--- src/rtl/pulse_peak_detector.sv ---
// Pulse peak detector: threshold crossing, peak/width capture, pile-up tag,
// and a small event FIFO drained by a valid/ready handshake.
module pulse_peak_detector #(
    parameter int DATA_W     = 16,
    parameter int TIME_W     = 16,
    parameter int WIDTH_W    = 8,
    parameter int HOLDOFF    = 8,
    parameter int FIFO_DEPTH = 4
) (
    input  logic                     clk,
    input  logic                     reset,
    input  logic signed [DATA_W-1:0] input_data,
    input  logic signed [DATA_W-1:0] threshold,
    input  logic                     event_ready,
    output logic                     event_valid,
    output logic signed [DATA_W-1:0] event_amp,
    output logic [TIME_W-1:0]        event_time,
    output logic [WIDTH_W-1:0]       event_width,
    output logic                     event_pileup,
    output logic [7:0]               lost_count
);

    typedef enum logic [1:0] {IDLE, PULSE, HOLD} state_t;

    localparam int HC_W  = (HOLDOFF > 0) ? $clog2(HOLDOFF + 1) : 1;
    localparam int PTR_W = $clog2(FIFO_DEPTH);
    localparam int EV_W  = DATA_W + TIME_W + WIDTH_W + 1;
    localparam logic [WIDTH_W-1:0] W_MAX   = '1;
    localparam logic [HC_W-1:0]    HC_INIT = HC_W'(HOLDOFF);
    localparam logic [PTR_W:0]     FULL_N  = (PTR_W + 1)'(FIFO_DEPTH);

    state_t                     state, state_n;
    logic signed [DATA_W-1:0]   amp, amp_n;
    logic [TIME_W-1:0]          tstamp, tstamp_n;
    logic [WIDTH_W-1:0]         width, width_n;
    logic                       pileup, pileup_n;
    logic [HC_W-1:0]            hcnt, hcnt_n;
    logic [TIME_W-1:0]          time_cnt;
    logic                       above;
    logic                       push_c;
    logic                       push_q;
    logic [EV_W-1:0]            ev_q;

    logic [EV_W-1:0]            mem [FIFO_DEPTH];
    logic [PTR_W-1:0]           wr_ptr, rd_ptr;
    logic [PTR_W:0]             count;
    logic                       full, pop, wr_en, drop;

    assign above = input_data > threshold;

    // Pulse tracking: next state and next capture registers
    always_comb begin
        state_n  = state;
        amp_n    = amp;
        tstamp_n = tstamp;
        width_n  = width;
        pileup_n = pileup;
        hcnt_n   = hcnt;
        push_c   = 1'b0;
        unique case (state)
            IDLE: begin
                if (above) begin
                    state_n  = PULSE;
                    amp_n    = input_data;
                    tstamp_n = time_cnt;
                    width_n  = WIDTH_W'(1);
                    pileup_n = 1'b0;
                end
            end
            PULSE: begin
                if (above) begin
                    if (width != W_MAX)
                        width_n = width + WIDTH_W'(1);
                    if (input_data > amp) begin
                        amp_n    = input_data;
                        tstamp_n = time_cnt;
                    end
                end else begin
                    push_c = 1'b1;
                    if (HOLDOFF == 0) begin
                        state_n = IDLE;
                    end else begin
                        state_n = HOLD;
                        hcnt_n  = HC_INIT;
                    end
                end
            end
            HOLD: begin
                if (above) begin
                    state_n  = PULSE;
                    amp_n    = input_data;
                    tstamp_n = time_cnt;
                    width_n  = WIDTH_W'(1);
                    pileup_n = 1'b1;
                end else begin
                    hcnt_n = hcnt - HC_W'(1);
                    if (hcnt == HC_W'(1))
                        state_n = IDLE;
                end
            end
            default: state_n = IDLE;
        endcase
    end

    // FSM, capture registers, timestamp and push staging register
    always_ff @(posedge clk) begin
        if (!reset) begin
            state    <= IDLE;
            amp      <= '0;
            tstamp   <= '0;
            width    <= '0;
            pileup   <= 1'b0;
            hcnt     <= '0;
            time_cnt <= '0;
            push_q   <= 1'b0;
            ev_q     <= '0;
        end else begin
            state    <= state_n;
            amp      <= amp_n;
            tstamp   <= tstamp_n;
            width    <= width_n;
            pileup   <= pileup_n;
            hcnt     <= hcnt_n;
            time_cnt <= time_cnt + TIME_W'(1);
            push_q   <= push_c;
            ev_q     <= {pileup, width, tstamp, amp};
        end
    end

    assign full  = count == FULL_N;
    assign pop   = event_valid && event_ready;
    assign wr_en = push_q && (!full || pop);
    assign drop  = push_q && full && !pop;

    // Event storage; contents are qualified by the occupancy count
    always_ff @(posedge clk) begin
        if (wr_en)
            mem[wr_ptr] <= ev_q;
    end

    // FIFO pointers, occupancy and dropped-event counter
    always_ff @(posedge clk) begin
        if (!reset) begin
            wr_ptr     <= '0;
            rd_ptr     <= '0;
            count      <= '0;
            lost_count <= '0;
        end else begin
            if (wr_en)
                wr_ptr <= wr_ptr + PTR_W'(1);
            if (pop)
                rd_ptr <= rd_ptr + PTR_W'(1);
            if (wr_en && !pop)
                count <= count + (PTR_W + 1)'(1);
            else if (!wr_en && pop)
                count <= count - (PTR_W + 1)'(1);
            if (drop && lost_count != 8'hFF)
                lost_count <= lost_count + 8'd1;
        end
    end

    assign event_valid = count != '0;
    assign {event_pileup, event_width, event_time, event_amp} =
        event_valid ? mem[rd_ptr] : '0;

endmodule

--- config.mk ---
export PLATFORM = sky130hd
export DESIGN_NAME = pulse_peak_detector
export DESIGN_NICKNAME = d
export VERILOG_FILES = /design/src/rtl/pulse_peak_detector.sv
export SDC_FILE = /design/constraint.sdc
export NUM_CORES = 1
export LEC_CHECK = 0
export ABC_AREA = 1
export CORE_MARGIN = 3
export CORE_UTILIZATION = 50
export DETAILED_ROUTE_END_ITERATION = 6
export PLACE_DENSITY = 0.69
export SETUP_SLACK_MARGIN = 0.02
export SLEW_MARGIN = 20
export SYNTH_ARGS = -nofsm -noshare
export SYNTH_HDL_FRONTEND = slang
export SYNTH_SLANG_ARGS = --single-unit
export TNS_END_PERCENT = 5
--- constraint.sdc ---
create_clock -name clk -period 3.56 [get_ports clk]
set_input_delay 0.712 -clock clk [delete_from_list [all_inputs] [get_ports clk]]
set_output_delay 0.712 -clock clk [all_outputs]
set_load 0.05 [all_outputs]
* After elaboration in Yosys (flattened, before gate mapping) *
Memories as Yosys holds them, arrays and structs flattened. A register that Yosys moved wholly into a read port is not among the register bits.
Cells that the tools add are included.

word-level totals
  flip-flop bits (word level) = 120
  bits in writable memories = 164
  output and inout port bits = 50
  logic and storage cells = 94
  memories kept = 1

cells by class
  add/subtract/negate cells = 8
  $lt $le $gt $ge = 2
  equal/unequal tests = 15
  muxes and demuxes = 31
  reductions and logical operators = 24

memories
  name  words  bits a word  read ports  clocked after Yosys merged registers in  wr ports  RTL line  source
  mem   4      41           1           1                                        1         44        logic [EV_W-1:0] mem [FIFO_DEPTH];

operators with widths
  operator                                                             count
  16-bit two-way mux                                                   6
  16-bit case mux with 2 select lines                                  2
  41-bit two-way mux                                                   1
  16-bit greater-than comparator                                       2
  8-bit two-way mux                                                    3
  16-bit by 1-bit adder with 16-bit output (second input constant)     1
  8-bit by 1-bit adder with 8-bit output (second input constant)       2
  8-bit inequality test (second input constant)                        2
  8-bit case mux with 2 select lines                                   1
  2-bit inequality test (second input constant)                        7
  2-bit two-way mux                                                    6
  3-bit AND reduction                                                  3
  4-bit two-way mux                                                    2
  4-bit case mux with 2 select lines                                   1
  4-bit AND reduction                                                  2
  2-bit nonzero test                                                   4
  1-bit logical AND                                                    7
  3-bit two-way mux                                                    2
  2-bit case mux with 3 select lines                                   1
  1-bit two-way mux                                                    5
  2-bit by 1-bit adder with 2-bit output (second input constant)       2
  4-bit by 1-bit == test with 1-bit output (second input constant)     1
  4-bit by 1-bit subtractor with 4-bit output (second input constant)  1
  3-bit by 1-bit adder with 3-bit output (second input constant)       1
  other kinds (13)                                                     15

* Depth between registers and ports, before layout *
Gate-level depths: netlist of the first run.

  depth after elaboration = 8
  gate-level depth with buffers = 19
  gate-level depth less buffers = 19

* Worst setup path before layout of the first run *
Ideal clock, no wire load.

  path type = input port to flip-flop
  start point = in event_ready
  end point = mem mem[0][0] (netlist bit) (enable)
  arrival time = 2.734 ns
  required time = 3.120 ns
  path slack = 0.386 ns
  stages on the path = 4
  buffers on the path = 0
  cells stage by stage = inv_1 nand3_1 nand2_1 nor2_1

on the way
  cells in the longest elaborated chain, start to end = 5

ends and longest elaborated chain
  what                                     RTL line  source
  start: declaration                       14        input logic event_ready,
  1-bit logical AND                        131       assign pop = event_valid && event_ready;
  1-bit logical OR                         132       assign wr_en = push_q && (!full || pop);
  1-bit logical AND                        132
  1-bit two-way mux                        137       if (wr_en)
  1-bit two-way mux (not written as such)  138       mem[wr_ptr] <= ev_q;
  end: declaration                         44

Every way passes these cells.

==> results of run 1 <==
==> cell families after synthesis <==
| kind of cell | share of synthesized area |
|---|---|
| AND/OR/NAND/NOR | 0.177 |
| flip-flops | 0.616 |
| XOR/XNOR | 0.00806 |
| AO/OA/AOI/OAI | 0.0841 |
| buffers and inverters | 0.0693 |
| adder cells (fa/ha/maj) | 0.0456 |
==> worst max-delay path, delay by kind of cell (launching register included) <==
family                 cells  cell delay [ns]
AOI/OAI and AO/OA          2             0.48
buffers and inverters      2             0.84
DFF                        1             0.33
and+or+nand+nor            2             0.24
==> registers in the layout, indices dropped and copies added (netlist names), named ones only <==
| register | count |
|---|---|
| width | 8 |
| lost_count | 8 |
| time_cnt | 16 |
| wr_ptr | 2 |
| mem | 164 |
| push_q | 1 |
| hcnt | 4 |
| pileup | 1 |
| state | 2 |
| rd_ptr | 2 |
| ev_q | 41 |
| amp | 16 |
| tstamp | 16 |
| count | 3 |
==> metal layers <==
metal  up-vias  wire [um]  GRT usage
li1       4268          -          -
met4         0        537     0.0536
met1      3928      10400      0.233
met2       191      11700      0.329
met3        47       1140     0.0245
met5         -          0          0
==> final timing paths <==
check | endpoint | startpoint
max | event_amp[0] | register
min | ev_q[22] | tstamp[6]
max reg2reg | tstamp[15] | amp[11]
min reg2reg | ev_q[22] | tstamp[6]
==> layout by cell type, fill, tap and decap left out, types with 13 or more instances in the layout <==
cell type / count
edfxtp_1: 164
nand3_1: 58
clkdlybuf4s50_1: 42
dfxtp_1: 121
buf_12: 43
o21ai_0: 109
a21oi_1: 84
inv_1: 151
nand2_1: 150
clkbuf_16: 29
buf_4: 13
ha_1: 42
nor2_1: 273
==> stage by stage <==
stage | cell area, um2 | hold WS (ns)
after detailed placement | 13500 | 0.414
after global routing | 14500 | 0.445
after floorplan | 12000 | 0.407
final | 14500 | 0.423
after global placement | 13500 | 0.411
after CTS | 14500 | 0.425
==> where the power goes <==
part | switching, W | internal [W] | leakage (nW) | total (W)
registers | 0.000114 | 0.00369 | 2.47 | 0.00381
logic | 0.00276 | 0.00181 | 2.96 | 0.00457
clock network | 0.00120 | 0.00187 | 0.487 | 0.00307
==> layout make-up <==
type                       instances  area [um2]  area share
sequential                       286        7370       0.508
multi-input combinational        767        3790       0.261
timing repair buffer              99        1380      0.0954
clock buffer                      39         803      0.0554
inverter                         156         588      0.0406
tap                              313         392      0.0270
clock inverter                    14         178      0.0123
==> flow_metrics.py, run 1 <==
metrics = {
    "timing": {
        "finalWorstSetupSlack_ns": 0.303,
        "fin_crit_sh": 0.915,
        "finalMaxSlewViolations": 0,
        "hold_violations": 0,
        "max_freq_mhz": 307,
        "rsz0062_at_grt": "no",
        "slew_headroom": 0.326,
        "skew_ns": 0.00717,
        "finalSetupViolCount": 0,
        "max_slew.worst_pin.slew_ns": 1.01,
        "finalCriticalPeriod_ns": 3.26,
        "tns_ns": 0,
    },
    "synth": {
        "yosys.cell_types.count": 36,
        "synth_top_cell_by_area": "edfxtp_1",
        "yosys.area.top_type_share": 0.412,
        "ys_warn_count": 0,
        "ys_seq_area_frac": 0.616,
        "synth_area_leaders": "edfxtp_1 41%, dfxtp_1 20%, nor2_1 8.7%, inv_1 4.7%, nand2_1 4.7%",
        "syn_inst": 1260,
        "ys_ff_latch": 286,
        "synth_flop_cell": "edfxtp_1",
        "synth.cell_area_um2": 12000,
        "async_flop_share": 0,
        "synth_edf_count": 164,
        "yosysMostFrequentCell": "nor2_1",
        "syn_nets": 1338,
        "yosys-top-cells-count": "277 x nor2_1, 164 x edfxtp_1, 151 x inv_1",
        "syn_avg_cell_area_um2": 9.49,
    },
    "cells_and_area": {
        "drive_above_1_share": 0.0896,
        "fin_nets": 1417,
        "instances_no_fill": 1674,
        "num_antenna_cells": 0,
        "utilization": 0.629,
        "nFillCells": 1877,
        "syn_to_final_growth_pct": 21.3,
    },
    "global_routing": {
        "grt_pass1_wl_mm": 39.7,
        "grt_usage": 0.184,
        "grt_pass1_vias": 8341,
        "overflow": 0,
        "antenna_found_initial": 0,
        "grt_max_degree": 102,
    },
    "clocking": {
        "cts_sinks": 286,
        "clock-root-buffer": "clkbuf_16",
        "hold_buffers": 0,
        "postCtsSetupBuffers": 0,
        "ctsHtreeMaxLevel": 1,
        "clk_latency_ns": 0.53,
        "numCtsBuffers": 29,
        "cts_resized": 0,
        "cts_tree": "yes",
        "clk_pin_slew_worst_paths_ns": 0.06,
        "clockBufferDepth": 3,
    },
    "power_and_ir_drop": {
        "p_leak_nw": 5.92,
        "p_per_area_nw_per_um2": 789,
        "totalPowerFinal_w": 0.0114,
        "ir_drop_uv": 488,
    },
    "critical_path": {
        "critical_path.endpoint_type": "primary output",
        "reg2regPathDepth": 11,
        "crit_path_max_fanout": 82,
        "start_kind": "register",
        "slowest_stage": "buf_4",
        "slowest_delay_ns": 0.65,
        "r2r_slack_ns": 1.14,
        "required_ns": 2.85,
        "crit_chain": "buf_4 -> nor2_1 -> nor2_1 -> o21ai_0 -> a21oi_1 -> buf_12",
        "crit_arrival_ns": 2.54,
        "cpMostUsedCell": "nor2_1",
        "crit_type": "reg -> out",
    },
    "route": {
        "finalWirelength_mm": 23.8,
        "viasPerCell": 5.04,
        "routedWlPerCell_um": 14.2,
        "first_pass_iters": 5,
        "first_iter_violations": 505,
        "drc": 0,
        "postRouteAntennaNets": 0,
        "via_count": 8434,
    },
    "die": {
        "fp.coreArea_um2": 23100,
        "fp-row-count": 55,
        "die_h_um": 161,
        "start_util": 0.518,
        "die_area_um2": 25800,
        "io-pin-count": 85,
        "dieWidth_um": 161,
    },
    "job": {
        "drv_cap": 0,
    },
    "placed_design": {
        "globalplace.congestion": 0.791,
        "dpl.hpwl_mm": 14.5,
        "port_buffers": 84,
        "numPlacedInstances": 1621,
        "dpl_worst_slack_ns": 0.302,
    },
    "hold_path": {
        "min_path_cells": 2,
        "holdCritPathClass": "reg -> reg",
    },
    "outcome": {
        "status": "finished, final reports clean",
    },
}
Power figures use the tool's default switching activity.
==> run 2: changes to the inputs <==
--- a/config.mk
+++ b/config.mk
@@ -9,6 +9,7 @@
 export CORE_MARGIN = 3
 export CORE_UTILIZATION = 50
 export DETAILED_ROUTE_END_ITERATION = 6
+export HOLD_SLACK_MARGIN = 0.06
 export PLACE_DENSITY = 0.69
 export SETUP_SLACK_MARGIN = 0.02
 export SLEW_MARGIN = 20
==> results of run 2 <==
No change in the layout: final DEF, timing and power equal those of run 1.
